## config.mk

```make
export PLATFORM = sky130hd
export DESIGN_NAME = oam_dma
export DESIGN_NICKNAME = d
export VERILOG_FILES = /design/src/rtl/oam_dma_pkg.sv /design/src/rtl/oam_dma.sv
export SDC_FILE = /design/constraint.sdc
export NUM_CORES = 1
export LEC_CHECK = 0
export CELL_PAD_IN_SITES_DETAIL_PLACEMENT = 2
export CELL_PAD_IN_SITES_GLOBAL_PLACEMENT = 2
export CORE_ASPECT_RATIO = 0.75
export CORE_MARGIN = 2
export CORE_UTILIZATION = 27
export DETAILED_ROUTE_END_ITERATION = 8
export HOLD_SLACK_MARGIN = 0.05
export PLACE_DENSITY = 0.75
export SLEW_MARGIN = 5
export SYNTH_ARGS = -nofsm -noshare
export SYNTH_HDL_FRONTEND = slang
export SYNTH_SLANG_ARGS = --single-unit
```

## constraint.sdc

```tcl
create_clock -name i_clk -period 1.8 [get_ports i_clk]
set_input_delay 0.36 -clock i_clk [delete_from_list [all_inputs] [get_ports i_clk]]
set_output_delay 0.36 -clock i_clk [all_outputs]
set_load 0.02 [all_outputs]
```

## src/rtl/oam_dma_pkg.sv

```systemverilog
// Shared PPU/APU definitions: DMA state encoding and the two bus addresses
// the sprite DMA cares about.
package oam_dma_pkg;

    typedef enum logic [2:0] {
        ST_IDLE  = 3'd0,
        ST_HALT  = 3'd1,
        ST_ALIGN = 3'd2,
        ST_READ  = 3'd3,
        ST_WRITE = 3'd4
    } dma_state_t;

    localparam logic [15:0] OAMDATA_ADDR = 16'h2004;
    localparam logic [15:0] DMA_REG_ADDR = 16'h4014;

endpackage

```

## src/rtl/oam_dma.sv

```systemverilog
// Sprite DMA: copies page {P,00..FF} into OAMDATA as 256 read/write pairs,
// halting the CPU through o_rdy. All bus outputs are registered.
module oam_dma
    import oam_dma_pkg::*;
(
    input  logic        i_clk,
    input  logic        i_reset,
    input  logic        i_ce,
    input  logic        i_reg_wr,
    input  logic [7:0]  i_reg_data,
    input  logic [7:0]  i_data,
    output logic        o_rdy,
    output logic        o_active,
    output logic [15:0] o_address,
    output logic        o_rw,
    output logic [7:0]  o_data
);

    dma_state_t r_state;
    logic       r_put;
    logic [7:0] r_page;
    logic [7:0] r_index;
    logic [7:0] r_buf;

    logic [7:0] w_next_idx;
    logic       w_last;

    assign w_next_idx = r_index + 8'd1;
    assign w_last     = (r_index == 8'hFF);
    // The byte buffer doubles as the write-data output; it is zero outside a transfer.
    assign o_data     = r_buf;

    always_ff @(posedge i_clk) begin
        if (i_reset) begin
            r_state   <= ST_IDLE;
            r_put     <= 1'b0;
            r_page    <= 8'h00;
            r_index   <= 8'h00;
            r_buf     <= 8'h00;
            o_rdy     <= 1'b1;
            o_active  <= 1'b0;
            o_address <= 16'h0000;
            o_rw      <= 1'b1;
        end else if (i_ce) begin
            r_put <= ~r_put;
            case (r_state)
                ST_IDLE: begin
                    if (i_reg_wr) begin
                        r_page  <= i_reg_data;
                        r_index <= 8'h00;
                        r_state <= ST_HALT;
                        o_rdy   <= 1'b0;
                    end
                end
                ST_HALT: begin
                    o_active <= 1'b1;
                    o_rw     <= 1'b1;
                    // r_put low now means the following cycle is a put; READ must be a get.
                    if (!r_put) begin
                        r_state   <= ST_ALIGN;
                        o_address <= {r_page, 8'h00};
                    end else begin
                        r_state   <= ST_READ;
                        o_address <= {r_page, r_index};
                    end
                end
                ST_ALIGN: begin
                    r_state   <= ST_READ;
                    o_address <= {r_page, r_index};
                end
                ST_READ: begin
                    r_buf     <= i_data;
                    r_state   <= ST_WRITE;
                    o_address <= OAMDATA_ADDR;
                    o_rw      <= 1'b0;
                end
                ST_WRITE: begin
                    r_index <= w_next_idx;
                    if (!w_last) begin
                        r_state   <= ST_READ;
                        o_address <= {r_page, w_next_idx};
                        o_rw      <= 1'b1;
                    end else begin
                        r_state   <= ST_IDLE;
                        r_buf     <= 8'h00;
                        o_rdy     <= 1'b1;
                        o_active  <= 1'b0;
                        o_address <= 16'h0000;
                        o_rw      <= 1'b1;
                    end
                end
                default: begin
                    r_state   <= ST_IDLE;
                    o_rdy     <= 1'b1;
                    o_active  <= 1'b0;
                    o_address <= 16'h0000;
                    o_rw      <= 1'b1;
                end
            endcase
        end
    end

endmodule
```

==> metrics <==
vias 2114; die area 0.00859 sq mm; Comb pwr share 12.4%; status completed; die height 80.8 um; Hold Crit Class reg2reg; post-synthesis register bit count 47; H-tree depth 2; Ys Warns 0; WS Path Type reg2reg; Mapped Cells 238; Post-Syn Area 0.00212 sq mm; syn nets 259; count of different cell masters after synthesis 55; # DRC 0; pwr dens 709 mW/mm^2; largest net degree at the start of global routing 17; hold buffers post-CTS 0; Worst-Skew Late Latency 0.31 ns; Clock Skews 0.0138 ns; slowest stage delay, CP 0.40 ns; fillers 824; clock network fraction of total power 37.8%; DRT Pass-1 Iters 4; area of the multi-input gates 0.00109 sq mm; layout cells sized above 1 21.9%; switching power total 0.000570 W; Sequential Power Share 49.7%; sequential area share after synthesis 44.3%; Final #Nets 335; RSZ-0062 raised after global routing yes; vias in the first global route 2342; wire per inst 18.8 um; Critical Path Source Type register; first-pass GRT wire length 12800 um; CP Capture Type register; mean area per synthesized cell 8.92 sq um; Final HPWL DP 5720 um; CP max-delay cell o311ai_0; total track usage 19.4%; CTS tree done; Die Width 106 um; CP max FO 9; worst-margin pin slew 0.556 ns; Total Power 0.00218 W; Final Hold Viols 0; # setup viols final 0; Final Max Slew Viols 0; I/O Pins 47; EDFF count, synth 0; CP required 2.02 ns; setup TNS after final layout 0 ns; area of the core 0.00747 sq mm; # resized after CTS 3; worst path bufs/invs 1; worst rel slew slack 62.9%; Fin Hold WS 0.471 ns; min Tclk post-route 1.77 ns; GRT overflow 0; max cap viols 0; initial antenna violation count 0; VDD IR-drop max 0.329 mV; Starting Density 28.4%; sw frac 26.1%; Num CTS Buffers 5; ANT nets after route 0; clock buffer depth 2; area grow syn2layout 45.0%; Diodes inserted 0; commonest non-fill, non-tap cell in the layout clkdlybuf4s50_1; setup repair bufs after CTS 0; Routability Congestion 0.810; ys flop type dfxtp_1; Starting DRT DRC Count 109; clk sinks 47; total wire length 7810 um; Reg area 945 sq um; port bufs 46; Vias/cell 5.08; crit-path cells or2_1 -> o311ai_0 -> o21ba_1 -> buf_12 -> a22o_4; delay-heaviest family, CP compound AO/OA/AOI/OAI gates; final worst-path cycle share 98.3%; most frequent cells in the layout clkdlybuf4s50_1 (46), dfxtp_1 (44), buf_4 (40); async set-reset flop share out of synthesis 0%; clock root buffer clkbuf_8; LEAKAGE 1.18 nW; achievable frequency 565 MHz; row cnt 27; Reg clk slew, reported paths 0.10 ns; CP Data Arrival Time 1.99 ns; internal power 0.00161 W
==> power by group through the flow <==
stage | Sequential (W) | Clock [W] | Combinational [W]
after CTS | 0.00108 | 0.000840 | 0.000268
final | 0.00108 | 0.000825 | 0.000271
after global placement | 0.00110 | 0 | 0.000250
after global routing | 0.00109 | 0.000903 | 0.000295
after floorplan | 0.00111 | 0 | 0.000108
after detailed placement | 0.00111 | 0 | 0.000261
==> layer usage <==
layer,up-vias,wire length [um],GRT usage (%),part of all wire [%]
met1,1049,3700,26.0,47
met4,0,92,5.53,1.2
met5,-,0,0,0
li1,1017,-,-,-
met2,41,3710,32.5,47
met3,7,313,3.45,4.0
==> state kept, by name, indices dropped and copies added (netlist names) <==
name / cells
o_address: 16
o_data: 8
r_index: 8
r_page: 8
r_state: 3
o_active: 1
o_rdy: 1
o_rw: 1
r_put: 1
==> final cells by class <==
type | count | share of cell area, %
clock buffer | 5 | 2.24
clock inverter | 3 | 1.50
inverter | 6 | 0.732
multi-input combinational | 167 | 35.3
sequential | 47 | 30.7
tap | 101 | 4.11
timing repair buffer | 87 | 25.4
==> cell families (layout without fill, tap and decap cells) <==
logic type	after synthesis	in the layout	share of synthesized area, %
compound gates	84	84	29.5
flops	47	47	44.3
fa+ha+maj	1	1	0.590
simple gates	77	77	17.5
xor+xnor	2	2	0.826
buf+inv	24	101	5.84
mux	3	3	1.42
==> Yosys cell counts, drive strengths merged, types with 2 or more instances <==
cell type / count / share of area, %
a21oi: 25 / 6.1
o21ai: 7 / 1.7
a21boi: 2 / 0.71
o22ai: 2 / 0.59
nand2: 30 / 5.3
clkbuf: 6 / 1.1
nand2b: 3 / 0.88
a22o: 16 / 7.4
and3: 6 / 1.8
o211ai: 2 / 0.71
dfxtp: 47 / 44
buf: 12 / 3.7
nor2: 16 / 2.9
a211oi: 5 / 2.0
nor3: 4 / 0.94
and2: 4 / 1.2
nand3b: 2 / 0.71
a2111oi: 2 / 1.1
mux2i: 3 / 1.4
o31ai: 3 / 1.1
inv: 6 / 1.1
nand3: 5 / 1.2
a31oi: 6 / 2.5
a21o: 3 / 1.1
a221oi: 2 / 0.83
==> tightest hold or removal path, cell delays in order (launching register included) <==
cell and delay [ns]:
dfxtp_1 0.32, nand2_1 0.05, a21oi_1 0.05
==> stage by stage <==
stage / setup WS (ns) / util [%] / cell area (sq um) / std cells
final: 0.0305 / 41.2 / 3080 / 416
after global routing: -0.00843 / 41.2 / 3080 / 416
after CTS: 0.0351 / 40.9 / 3050 / 416
after detailed placement: -0.289 / 39.2 / 2930 / 408
after global placement: -0.203 / 39.2 / 2930 / 408
after floorplan: 0.0510 / - / 2120 / 238
==> path summary, 6_finish.rpt <==
check	endpoint	depth (start not counted)	slack, ns	startpoint
min reg2reg	r_page[7]$_SDFFE_PP0P_	2	0.47	r_page[7]$_SDFFE_PP0P_
max	o_address[13]$_SDFFE_PP0P_	5	0.03	r_state[0]$_SDFFE_PP0P_
min	r_page[7]$_SDFFE_PP0P_	2	0.47	r_page[7]$_SDFFE_PP0P_
max reg2reg	o_address[13]$_SDFFE_PP0P_	5	0.03	r_state[0]$_SDFFE_PP0P_
(Power assumes the default switching activity.)
